--- src/rtl/tiny_dnn_pkg.sv ---
// Shared definitions for the tiny_dnn stream adapters.
//   DST_W      : width of one accelerator result word
//   AXIS_W     : width of the packed AXI4-Stream data bus
//   dst_entry_t: one buffered beat, packed data plus its computed last flag
package tiny_dnn_pkg;

  localparam int unsigned DST_W  = 32;
  localparam int unsigned AXIS_W = 64;

  typedef struct packed {
    logic              last;
    logic [AXIS_W-1:0] data;
  } dst_entry_t;

endpackage

--- src/rtl/tiny_dnn_sync_fifo.sv ---
// Synchronous first-word-fall-through FIFO with occupancy output.
//   clk, rst_n : clock, asynchronous active-low reset
//   clr        : synchronous flush, dominates push and pop
//   push/wdata : write strobe and data (ignored when full)
//   pop/rdata  : read strobe (ignored when empty); rdata shows the head entry
//   level      : number of valid entries, full/empty decoded from it
module tiny_dnn_sync_fifo #(
  parameter int unsigned WIDTH = 65,
  parameter int unsigned DEPTH = 4
) (
  input  logic                     clk,
  input  logic                     rst_n,
  input  logic                     clr,
  input  logic                     push,
  input  logic [WIDTH-1:0]         wdata,
  input  logic                     pop,
  output logic [WIDTH-1:0]         rdata,
  output logic [$clog2(DEPTH):0]   level,
  output logic                     full,
  output logic                     empty
);

  localparam int unsigned AW = $clog2(DEPTH);
  localparam int unsigned LW = AW + 1;

  logic [WIDTH-1:0] mem_q [DEPTH];
  logic [WIDTH-1:0] mem_d [DEPTH];
  logic [AW-1:0]    wr_ptr_q, wr_ptr_d;
  logic [AW-1:0]    rd_ptr_q, rd_ptr_d;
  logic [LW-1:0]    level_q, level_d;
  logic             do_push, do_pop;

  assign full    = (level_q == LW'(DEPTH));
  assign empty   = (level_q == '0);
  assign do_push = push & ~full;
  assign do_pop  = pop & ~empty;
  assign rdata   = mem_q[rd_ptr_q];
  assign level   = level_q;

  always_comb begin
    mem_d    = mem_q;
    wr_ptr_d = wr_ptr_q;
    rd_ptr_d = rd_ptr_q;
    level_d  = level_q;
    if (clr) begin
      wr_ptr_d = '0;
      rd_ptr_d = '0;
      level_d  = '0;
    end else begin
      // Pointers are AW bits wide with DEPTH a power of two, so they wrap naturally.
      if (do_push) begin
        mem_d[wr_ptr_q] = wdata;
        wr_ptr_d        = wr_ptr_q + AW'(1);
      end
      if (do_pop) begin
        rd_ptr_d = rd_ptr_q + AW'(1);
      end
      case ({do_push, do_pop})
        2'b10:   level_d = level_q + LW'(1);
        2'b01:   level_d = level_q - LW'(1);
        default: level_d = level_q;
      endcase
    end
  end

  always_ff @(posedge clk or negedge rst_n) begin
    if (!rst_n) begin
      for (int unsigned i = 0; i < DEPTH; i++) mem_q[i] <= '0;
      wr_ptr_q <= '0;
      rd_ptr_q <= '0;
      level_q  <= '0;
    end else begin
      mem_q    <= mem_d;
      wr_ptr_q <= wr_ptr_d;
      rd_ptr_q <= rd_ptr_d;
      level_q  <= level_d;
    end
  end

endmodule

--- src/rtl/tiny_dnn_dst_axis.sv ---
// Accelerator dst stream to 64-bit AXI4-Stream adapter.
//   clr, run, len          : flush, run level, programmed beats per frame (0 = use dst_last)
//   dst_*                  : upstream valid/ready stream, two words per beat plus dst_last
//   m_axis_*               : downstream AXI4-Stream, tdata = {dst_data1, dst_data0}
//   frame_cnt, err_len     : frames emitted (wrapping), sticky dst_last/len mismatch
//   level                  : FIFO occupancy
module tiny_dnn_dst_axis
  import tiny_dnn_pkg::*;
#(
  parameter int unsigned DEPTH  = 4,
  parameter int unsigned LEN_W  = 12,
  parameter int unsigned FCNT_W = 16
) (
  input  logic                     clk,
  input  logic                     rst_n,
  input  logic                     clr,
  input  logic                     run,
  input  logic [LEN_W-1:0]         len,
  input  logic                     dst_valid,
  input  logic [DST_W-1:0]         dst_data0,
  input  logic [DST_W-1:0]         dst_data1,
  input  logic                     dst_last,
  output logic                     dst_ready,
  output logic                     m_axis_tvalid,
  output logic [AXIS_W-1:0]        m_axis_tdata,
  output logic                     m_axis_tlast,
  input  logic                     m_axis_tready,
  output logic [FCNT_W-1:0]        frame_cnt,
  output logic                     err_len,
  output logic [$clog2(DEPTH):0]   level
);

  dst_entry_t          wr_entry, rd_entry;
  logic                fifo_full, fifo_empty;
  logic                push, pop, calc_last;
  logic [LEN_W-1:0]    beat_cnt_q, beat_cnt_d;
  logic [FCNT_W-1:0]   frame_cnt_q, frame_cnt_d;
  logic                err_len_q, err_len_d;

  // Ready comes only from registered occupancy, never from m_axis_tready.
  assign dst_ready     = ~fifo_full;
  assign m_axis_tvalid = ~fifo_empty;
  assign push          = dst_valid & dst_ready;
  assign pop           = m_axis_tvalid & m_axis_tready;

  assign calc_last     = (len != '0) ? (beat_cnt_q == len - LEN_W'(1)) : dst_last;
  assign wr_entry.last = calc_last;
  assign wr_entry.data = {dst_data1, dst_data0};

  tiny_dnn_sync_fifo #(
    .WIDTH ($bits(dst_entry_t)),
    .DEPTH (DEPTH)
  ) u_fifo (
    .clk   (clk),
    .rst_n (rst_n),
    .clr   (clr),
    .push  (push),
    .wdata (wr_entry),
    .pop   (pop),
    .rdata (rd_entry),
    .level (level),
    .full  (fifo_full),
    .empty (fifo_empty)
  );

  assign m_axis_tdata = rd_entry.data;
  assign m_axis_tlast = rd_entry.last;
  assign frame_cnt    = frame_cnt_q;
  assign err_len      = err_len_q;

  always_comb begin
    beat_cnt_d  = beat_cnt_q;
    frame_cnt_d = frame_cnt_q;
    err_len_d   = err_len_q;
    if (clr) begin
      beat_cnt_d = '0;
      err_len_d  = 1'b0;
    end else begin
      if (!run) begin
        beat_cnt_d = '0;
      end else if (push) begin
        if (len == '0 || calc_last) beat_cnt_d = '0;
        else                        beat_cnt_d = beat_cnt_q + LEN_W'(1);
      end
      if (push && (len != '0) && (dst_last != calc_last)) err_len_d = 1'b1;
      if (pop && m_axis_tlast) frame_cnt_d = frame_cnt_q + FCNT_W'(1);
    end
  end

  always_ff @(posedge clk or negedge rst_n) begin
    if (!rst_n) begin
      beat_cnt_q  <= '0;
      frame_cnt_q <= '0;
      err_len_q   <= 1'b0;
    end else begin
      beat_cnt_q  <= beat_cnt_d;
      frame_cnt_q <= frame_cnt_d;
      err_len_q   <= err_len_d;
    end
  end

endmodule

--- config.mk ---
export PLATFORM = sky130hd
export DESIGN_NAME = tiny_dnn_dst_axis
export DESIGN_NICKNAME = d
export VERILOG_FILES = /design/src/rtl/tiny_dnn_pkg.sv /design/src/rtl/tiny_dnn_sync_fifo.sv /design/src/rtl/tiny_dnn_dst_axis.sv
export SDC_FILE = /design/constraint.sdc
export NUM_CORES = 1
export LEC_CHECK = 0
export BUFFER_PORTS_ARGS = -buffer_cell sky130_fd_sc_hd__buf_2
export CORE_UTILIZATION = 30
export DETAILED_ROUTE_END_ITERATION = 8
export GPL_TIMING_DRIVEN = 0
export PLACE_DENSITY = 0.5
export SLEW_MARGIN = 25
export SYNTH_ARGS = -nofsm -noshare
export SYNTH_HDL_FRONTEND = slang
export SYNTH_HIERARCHICAL = 1
export SYNTH_SLANG_ARGS = --single-unit
--- constraint.sdc ---
create_clock -name clk -period 3.4 [get_ports clk]
set_input_delay 0.17 -clock clk [delete_from_list [all_inputs] [get_ports clk]]
set_output_delay 0.17 -clock clk [all_outputs]
set_load 0.03 [all_outputs]
==> results of run 1 <==
[placed cells by master, fill, tap and decap left out, drive strengths merged, types with 6 or more instances in the layout]
cell,netlist,routed
nor2,31,31
dlygate4sd3,0,66
mux2,262,262
xor2,14,14
clkbuf,12,68
nor3,6,6
nand3,23,23
dfrtp,296,296
a221o,7,7
xnor2,22,22
mux4,65,65
nand2,16,16
buf,41,212
ha,8,8
inv,11,14
a21oi,10,10
nand2b,7,7
[power by group through the flow]
stage	sequential, mW	clock (mW)	combinational [mW]
final	4.79	3.87	2.47
after detailed placement	4.85	0	2.44
after global routing	4.89	4.15	2.66
after floorplan	4.71	0	1.86
after CTS	4.79	4.04	2.52
after global placement	4.82	0	2.40
[Yosys cell counts (3+ instances only)]
master,n,share of area
xnor2_1,22,0.014
mux2_4,50,0.054
nand3_1,23,0.0083
buf_12,6,0.0087
mux4_2,65,0.11
inv_1,11,0.0030
nor2b_1,4,0.0018
nand2_1,16,0.0043
buf_4,20,0.011
a21oi_1,10,0.0036
nand2b_1,7,0.0032
a22o_1,3,0.0019
or3_1,3,0.0014
nor2_1,30,0.0081
nor4_1,5,0.0023
buf_2,11,0.0040
nand4_1,3,0.0014
clkbuf_1,12,0.0032
nor3_1,5,0.0018
nand3b_1,4,0.0022
buf_1,3,0.00081
xor2_1,14,0.0088
dfrtp_1,296,0.53
a31oi_1,5,0.0023
and3_1,4,0.0018
ha_1,8,0.0072
mux2_2,211,0.17
or4_4,3,0.0024
a221o_1,7,0.0050
[timing repair]
item,in CTS,in global routing
pin swaps,0,0
hold endpoints to repair,383,0
resized for setup,1,2
endpoints found under the setup margin,11,1
hold buffers,66,0
[worst max-delay path, cell delays in order (launching register included)]
cell      delay, ns
dfrtp_1        0.38
buf_4          0.17
or3b_1         0.16
buf_2          0.16
inv_1          0.15
nor2b_4        0.25
clkbuf_2       0.27
o21a_1         0.19
nor2_1         0.06
fa_1           0.42
nand2b_1       0.18
or4_1          0.41
a31oi_1        0.17
[logic make-up (layout without fill, tap and decap cells)]
logic type | count (synthesis) | after routing | synth area share
xor+xnor | 36 | 36 | 0.02272
fa+ha+maj | 9 | 9 | 0.008656
buf+inv | 64 | 366 | 0.03129
mux | 328 | 328 | 0.3323
simple gates | 124 | 124 | 0.05058
flops | 296 | 296 | 0.5338
compound gates | 39 | 39 | 0.02065
[area by class of cell]
type	count	area share
Buffer	52	0.02246
Clock buffer	56	0.06409
Clock inverter	9	0.004808
Inverter	11	0.002368
Multi-Input combinational cell	536	0.3466
Sequential cell	296	0.4249
Tap cell	600	0.04306
Timing Repair Buffer	238	0.09172
[metal layers]
| metal | track usage | share of wire | up-vias |
|---|---|---|---|
| met5 | 0 | 0 | - |
| met4 | 0.05423 | 0.025 | 0 |
| met3 | 0.02753 | 0.041 | 49 |
| met2 | 0.2301 | 0.46 | 159 |
| met1 | 0.2008 | 0.47 | 4416 |
| li1 | - | - | 3880 |
[path summary, 6_finish.rpt]
path                                                      end  slack (ns)
worst min-delay path                      err_len$_DFFE_PN0P_        0.12
worst min register to register      frame_cnt[15]$_DFFE_PN0P_        0.47
worst max-delay path              u_fifo/level[2]$_DFFE_PN0P_        0.35
min in group asynchronous       u_fifo/mem_q[256]$_DFFE_PN0P_        0.13
max in group asynchronous        u_fifo/mem_q[31]$_DFFE_PN0P_        2.09
worst max register to register    u_fifo/level[2]$_DFFE_PN0P_        0.35
[registers in the layout (all words and copies together), names as in the netlist]
register and flops:
frame_cnt 16, u_fifo/mem_q 260, u_fifo/rd_ptr_q 2, err_len 1, beat_cnt_q 12, u_fifo/level 3, u_fifo/wr_ptr_q 2
[stage by stage]
stage,TNS (ns),hold WS [ns],worst slack (ns),total power [mW],cells
after global routing,0,0.1520,0.1182,11.71,1798
after CTS,0,0.07361,0.1199,11.34,1798
after global placement,-1114.08,0.4517,-3.806,7.220,1665
after floorplan,0,-0.1256,0.3906,6.565,896
final,0,0.1250,0.3458,11.14,1798
after detailed placement,-0.02078,0.1129,-0.02078,7.288,1668
==> impl_metrics.toml, run 1 <==
[run_status]
status = "finished, final reports clean"

[synth]
ys_async_sr_fraction = 1.000
synth_area_mm2 = 0.01388
syn_inst = 896
syn_nets = 988
ys_types = 57
synthFlopType = "dfrtp_1"
syn_avg_cell_area_um2 = 15.49
ys_ff_latch = 296
synth-edff-count = 0
ys_seq_area_frac = 0.5338
yosys_warnings = 6

[hold_path]
hold_class = "in2reg"
worstHoldPathCells = 3
min_from = "dst_last"

[die]
start_util = 0.3051
dieHeight_um = 217.1
fp-row-count = 78
boundaryPins = 170
core_area_mm2 = 0.04548
dieArea_mm2 = 0.04712
die_width_um = 217.1

[cells_and_area]
multi_input_area_mm2 = 0.006043
area_delta_synth_final_pct = 25.63
final_util = 0.3834
final_area_mm2 = 0.01743
num_antenna_cells = 0
nFillCells = 4449
drive_gt1_frac = 0.5067
fin_nets = 1263
seqCellArea_mm2 = 0.007407

[clock_tree]
cts_root_buf = "clkbuf_16"
clk_path_buf_depth = 3
numClockSinks = 296
post_cts_buffers = 0
numCtsBuffers = 36
cts_tree = "built"
clk_latency_ns = 0.55
cts_max_level = 2
cts.clk_slew.worst_paths_ns = 0.06

[power_and_ir_drop]
switching_power_mw = 3.059
clkPwrFrac = 0.348
power_leakage_nw = 7.853
p_sw_frac = 0.2746
internal_power_mw = 8.080
pwr-share-seq = 0.430
p_per_area_mw_per_mm2 = 638.9
comb_power_share = 0.222
peakVddDrop_uv = 319.2

[setup_path]
cp-startpoint = "u_fifo/level[2]$_DFFE_PN0P_"
critical_path_class = "reg2reg"
timing.rr.start = "u_fifo/level[2]$_DFFE_PN0P_"
rr_worst_depth = 12
cp-end-kind = "register"
critPathRequiredTime_ns = 3.87
path_max_fanout = 10
start_kind = "register"
crit_arrival_ns = 3.53

[detailed_routing]
vias = 8504
vias_per_cell = 4.730
wire_per_inst_um = 18.68
drt_iter0_drc = 353
wirelength_um = 33590
drcViolationCount = 0
postRouteAntennaNets = 0
firstDrtPassIters = 4

[sta]
max_slew.worst_pin.slew_ns = 0.8796
slew_headroom = 0.4136
finalSetupViolations = 0
layout_min_cycle_time_ns = 3.054
rsz0062_at_grt = "no"
hold_viol_final = 0
fin_skew_ns = 0.02084
finalMaxSlewViolations = 0
fmax_ghz = 0.3274
period_share = 0.8983

[run]
cap_violations = 0

[global_routing]
grt_pass1_wl_um = 53330
grt.total_usage = 0.1465
overflow = 0
grt_max_degree = 90
first_global_vias = 9097
antenna_found_initial = 0

[place]
dpl_cell_area_mm2 = 0.01557
dp_hpwl_um = 21890
portBuffers = 169
globalplace.congestion = 0.7694
Note: power is estimated with default switching activity, not from simulation.
==> run 2, diff against run 1 <==
--- a/config.mk
+++ b/config.mk
@@ -6,10 +6,12 @@
 export NUM_CORES = 1
 export LEC_CHECK = 0
 export BUFFER_PORTS_ARGS = -buffer_cell sky130_fd_sc_hd__buf_2
+export CELL_PAD_IN_SITES_DETAIL_PLACEMENT = 0
+export CELL_PAD_IN_SITES_GLOBAL_PLACEMENT = 1
 export CORE_UTILIZATION = 30
 export DETAILED_ROUTE_END_ITERATION = 8
 export GPL_TIMING_DRIVEN = 0
-export PLACE_DENSITY = 0.5
+export PLACE_DENSITY = 0.57
 export SLEW_MARGIN = 25
 export SYNTH_ARGS = -nofsm -noshare
 export SYNTH_HDL_FRONTEND = slang
==> run 2 against run 1 <==
  * Register-to-register slack worse by 0.02 ns
  * Flip-flop and latch count did not move
  * Die area unchanged
  * Non-clock buffer count stayed put
  * Sequential share of layout area barely moved
  * Final cell count shrank 0.11%
  * Critical path depth unchanged
  * Fmax decreased by 0.66%
  * First-iteration DRC count rose by 26%
  * Clock power decreased by 1%
  * Highest routed layer unchanged
==> impl_metrics.toml, run 2 (synthesis gave the netlist of run 1 again) <==
[run]
cap_violations = 0

[global_routing]
grt_pass1_wl_um = 54280
overflow = 0
first_global_vias = 9180
grt_max_degree = 89
antenna_found_initial = 0
grt.total_usage = 0.1488

[place]
portBuffers = 169
globalplace.congestion = 0.7438
dp_hpwl_um = 22310

[detailed_routing]
drcViolationCount = 0
wirelength_um = 33590
vias_per_cell = 4.728
postRouteAntennaNets = 0
vias = 8491
wire_per_inst_um = 18.70
drt_iter0_drc = 444
firstDrtPassIters = 4

[die]
die_width_um = 217.1
dieHeight_um = 217.1
dieArea_mm2 = 0.04712
start_util = 0.3051
fp-row-count = 78
core_area_mm2 = 0.04548
boundaryPins = 170

[cells_and_area]
final_util = 0.3831
top_register = "u_fifo/mem_q"
layout_common_cells = "dfrtp_1, mux2_2, buf_2"
layout_commonest_cell = "dfrtp_1"
num_antenna_cells = 0
area_delta_synth_final_pct = 25.55
largest_reg_flops = 260
fin_nets = 1263
drive_gt1_frac = 0.5033
seqCellArea_mm2 = 0.007407
multi_input_area_mm2 = 0.006043
nFillCells = 4381

[power_and_ir_drop]
peakVddDrop_uv = 396.3
p_total_mw = 11.10
p_per_area_mw_per_mm2 = 637.0
power_leakage_nw = 7.840

[clock_tree]
cts_max_level = 2
cts_root_buf = "clkbuf_16"
cts.clk_slew.worst_paths_ns = 0.06
post_cts_buffers = 0
clk_latency_ns = 0.54
cts_tree = "built"
numCtsBuffers = 36
numClockSinks = 296
clk_path_buf_depth = 3

[sta]
whs_ns = 0.1432
rsz0062_at_grt = "no"
hold_viol_final = 0
slew_headroom = 0.4230
fin_skew_ns = 0.01945
finalMaxSlewViolations = 0
period_share = 0.9043
finalSetupViolations = 0
max_slew.worst_pin.slew_ns = 0.8655
fmax_ghz = 0.3253
layout_min_cycle_time_ns = 3.074

[setup_path]
cp-end-kind = "register"
critical_path_class = "reg2reg"
critPathRequiredTime_ns = 3.86
crit_arrival_ns = 3.53
path_max_fanout = 10
start_kind = "register"

[run_status]
status = "finished, final reports clean"

[hold_path]
hold_class = "in2async"
==> run 2: cell types whose count changed in the layout (fill, tap and decap cells not counted), sizes merged <==
cell	before	now
clkbuf	68	70
inv	14	11
clkinv	4	3
==> run 2: cell type report <==
cell class	instances	area share
sequential	296	0.4251
buffer	52	0.02248
tap	600	0.04309
timing repair buffer	238	0.09178
clock buffer	58	0.06463
multi-input combinational	536	0.3469
clock inverter	5	0.003662
inverter	11	0.002370
==> run 2: stage by stage <==
| step | setup TNS (ns) | worst slack [ns] | instances | area (um^2) |
|---|---|---|---|---|
| floorplan | 0 | 0.3906 | 896 | 13880 |
| CTS | 0 | 0.05468 | 1796 | 17420 |
| global placement | -1117.91 | -3.826 | 1665 | 15470 |
| global route | 0 | 0.07244 | 1796 | 17420 |
| detailed placement | -0.1145 | -0.1145 | 1668 | 15570 |
| finish | 0 | 0.3255 | 1796 | 17420 |
==> run 2: what timing repair did <==
item	4_1_cts	5_1_grt
setup endpoints to repair	11	1
endpoints found under the hold margin	318	0
hold buffers	66	0
resized for setup	1	2
==> run 2: worst paths after layout <==
check | start | endpoint | slack (ns) | depth (start not counted)
max in group asynchronous | rst_n | u_fifo/mem_q[223]$_DFFE_PN0P_ | 2.40 | 3
max reg2reg | u_fifo/level[2]$_DFFE_PN0P_ | u_fifo/level[2]$_DFFE_PN0P_ | 0.33 | 12
min reg2reg | frame_cnt[15]$_DFFE_PN0P_ | frame_cnt[15]$_DFFE_PN0P_ | 0.47 | 1
min | rst_n | u_fifo/mem_q[239]$_DFFE_PN0P_ | 0.14 | 2
max | u_fifo/level[2]$_DFFE_PN0P_ | u_fifo/level[2]$_DFFE_PN0P_ | 0.33 | 12
min in group clk | dst_last | err_len$_DFFE_PN0P_ | 0.15 | 3
==> run 2: routing by layer <==
metal | track usage | share of wire | vias up
met5 | 0 | 0 | -
li1 | - | - | 3877
met2 | 0.2326 | 0.47 | 161
met3 | 0.03480 | 0.046 | 40
met1 | 0.2072 | 0.47 | 4413
met4 | 0.03709 | 0.017 | 0
==> run 2: where the power goes <==
group	switching [mW]	leakage [nW]	internal, mW
Sequential	0.409	3.77	4.38
Combinational	1.12	3.49	1.36
Clock	1.49	0.581	2.34
Total	3.02	7.84	8.08
==> run 2: critical path, cell delays in order, from the launching register on <==
cell	delay, ns
dfrtp_1	0.37
buf_4	0.17
or3b_1	0.16
buf_2	0.16
inv_1	0.14
nor2b_4	0.25
clkbuf_2	0.28
o21a_1	0.19
nor2_1	0.06
fa_1	0.43
nand2b_1	0.18
or4_1	0.41
a31oi_1	0.19
==> run 3, diff against run 2 <==
==> constraint.sdc (replaced) <==
create_clock -name clk -period 3.8 [get_ports clk]
set_input_delay 0.19 -clock clk [delete_from_list [all_inputs] [get_ports clk]]
set_output_delay 0.19 -clock clk [all_outputs]
set_load 0.03 [all_outputs]
==> run 3 against run 2 <==
  * Sequential share of layout area about the same
  * Hold slack improved by 0.021 ns
  * Setup slack improved by 0.12 ns
  * Cell area about the same
  * Die area unchanged
  * Non-clock buffer count increased by 1
  * Routed wire length increased by 0.27%
  * Sequential power decreased by 10%
  * Power decreased by 11%
  * Flip-flop and latch count unchanged
  * Global-route usage about the same
  * Critical path depth unchanged
==> impl_metrics.toml, run 3 (synthesis gave the netlist of run 1 again) <==
[power_and_ir_drop]
p_sw_frac = 0.2720
internal_power_mw = 7.227
power_leakage_nw = 7.834
p_per_area_mw_per_mm2 = 569.8
peakVddDrop_uv = 354.2
clkPwrFrac = 0.345
pwr-share-seq = 0.432
switching_power_mw = 2.700
comb_power_share = 0.223
p_total_mw = 9.927

[global_routing]
grt_pass1_wl_um = 54340
antenna_found_initial = 0
grt.total_usage = 0.1489
overflow = 0
first_global_vias = 9167
grt_max_degree = 89

[clock_tree]
post_cts_buffers = 0
cts.clk_slew.worst_paths_ns = 0.06
cts_tree = "built"
numClockSinks = 296
numCtsBuffers = 36
clk_latency_ns = 0.54
cts_max_level = 2
cts_root_buf = "clkbuf_16"
clk_path_buf_depth = 3

[detailed_routing]
wire_per_inst_um = 18.74
vias = 8510
firstDrtPassIters = 4
vias_per_cell = 4.736
drt_iter0_drc = 474
postRouteAntennaNets = 0
drcViolationCount = 0
wirelength_um = 33680

[place]
dp_hpwl_um = 22310
portBuffers = 169
dp_cells = 1668
globalplace.congestion = 0.7438
pre_cts_ws_ns = 0.2855

[setup_path]
crit_arrival_ns = 3.81
timing.rr.start = "u_fifo/level[2]$_DFFE_PN0P_"
critical_path_class = "reg2reg"
critPathTopFamily = "simple AND/OR/NAND/NOR gates"
critPathRequiredTime_ns = 4.26
r2r_setup_slack_ns = 0.45
path_cells = "buf_4 -> or3b_1 -> buf_2 -> inv_1 -> nor2b_2 -> buf_1 -> o21a_1 -> nor2_1 -> fa_1 -> nand2b_1 -> or4_1 -> a31oi_1"
start_kind = "register"
crit_buf_inv = 4
critPathSlowestCell = "fa_1"
path_max_fanout = 10
timing.rr.end = "u_fifo/level[2]$_DFFE_PN0P_"
cp-end-kind = "register"
cp_num_cells = 12
endpoint = "u_fifo/level[2]$_DFFE_PN0P_"
rr_worst_depth = 12
slowest_delay_ns = 0.43
cp-startpoint = "u_fifo/level[2]$_DFFE_PN0P_"

[sta]
finalSetupViolations = 0
rsz0062_at_grt = "no"
finalMaxSlewViolations = 0
max_slew.worst_pin.slew_ns = 1.082
hold_viol_final = 0
final.setup.tns_ns = 0
slew_headroom = 0.2783
period_share = 0.8818
whs_ns = 0.1641
fmax_ghz = 0.2984
final.setup.worst_slack_ns = 0.4490
layout_min_cycle_time_ns = 3.351
fin_skew_ns = 0.01972

[run]
cap_violations = 0

[cells_and_area]
drive_gt1_frac = 0.5021
num_antenna_cells = 0
layout_commonest_cell = "dfrtp_1"
fin_nets = 1264
largest_reg_flops = 260
fin_cells = 1797
layout_common_cells = "dfrtp_1, mux2_2, buf_2"
area_delta_synth_final_pct = 25.53
top_register = "u_fifo/mem_q"
nFillCells = 4384

[die]
core_area_mm2 = 0.04548
dieArea_mm2 = 0.04712
dieHeight_um = 217.1
start_util = 0.3051
die_width_um = 217.1
boundaryPins = 170
fp-row-count = 78

[run_status]
status = "finished, final reports clean"

[hold_path]
hold_class = "in2async"
-- run 3: changes by cell type in the layout (fill, tap and decap cells not counted) --
cell	change
buf_1	+1
clkbuf_1	+1
clkbuf_2	-1
nor2b_2	+1
nor2b_4	-1
-- run 3: area by class of cell --
type / count / area (um^2) / area share
Inverter: 11 / 41.29 / 0.002370
Sequential cell: 296 / 7407 / 0.4252
Tap cell: 600 / 750.7 / 0.04309
Clock inverter: 5 / 63.81 / 0.003663
Multi-Input combinational cell: 536 / 6038 / 0.3466
Buffer: 53 / 394.1 / 0.02262
Timing Repair Buffer: 238 / 1599 / 0.09179
Clock buffer: 58 / 1126 / 0.06464
-- run 3: power groups by stage --
stage | Clock [mW] | Combinational [mW] | Sequential, mW
final | 3.42 | 2.21 | 4.29
after global routing | 3.70 | 2.38 | 4.39
after CTS | 3.58 | 2.25 | 4.29
after detailed placement | 0 | 2.19 | 4.33
after global placement | 0 | 2.14 | 4.32
after floorplan | 0 | 1.66 | 4.21
-- run 3: routing by layer --
layer  global-route usage  vias to the layer above  wire [um]
li1                     -                     3880          -
met1               0.2090                     4439      16050
met2               0.2322                      155      15660
met3              0.03410                       36       1448
met4              0.03568                        0        521
met5                    0                        -          0
-- run 3: worst min path at each step --
stage / cells past startpoint / start / slack, ns / to
after floorplan: 0 / rst_n / -0.11 / beat_cnt_q[0]$_DFFE_PN0P_
after global placement: 1 / frame_cnt[15]$_DFFE_PN0P_ / 0.45 / frame_cnt[15]$_DFFE_PN0P_
after detailed placement: 1 / rst_n / 0.16 / u_fifo/mem_q[239]$_DFFE_PN0P_
after CTS: 3 / dst_last / 0.12 / err_len$_DFFE_PN0P_
after global routing: 2 / rst_n / 0.19 / u_fifo/mem_q[239]$_DFFE_PN0P_
final: 2 / rst_n / 0.16 / u_fifo/mem_q[239]$_DFFE_PN0P_
-- run 3: what timing repair did --
| action | CTS | global route |
|---|---|---|
| gates resized for setup | 0 | 1 |
| endpoints found under the hold margin | 316 | 0 |
| hold buffers | 66 | 0 |
| endpoints found under the setup margin | 0 | 1 |
-- run 3: per-stage QoR --
stage / utilization / cell area, um^2
final: 0.3830 / 17420
after global routing: 0.3830 / 17420
after CTS: 0.3830 / 17420
after detailed placement: 0.3423 / 15570
after global placement: 0.3402 / 15470
after floorplan: - / 13880
-- run 3: worst reg2reg max path, cell delays in order (launching register included) --
cell and delay (ns):
dfrtp_1 0.37, buf_4 0.17, or3b_1 0.16, buf_2 0.16, inv_1 0.13, nor2b_2 0.35, buf_1 0.43, o21a_1 0.23
nor2_1 0.06, fa_1 0.43, nand2b_1 0.18, or4_1 0.41, a31oi_1 0.19
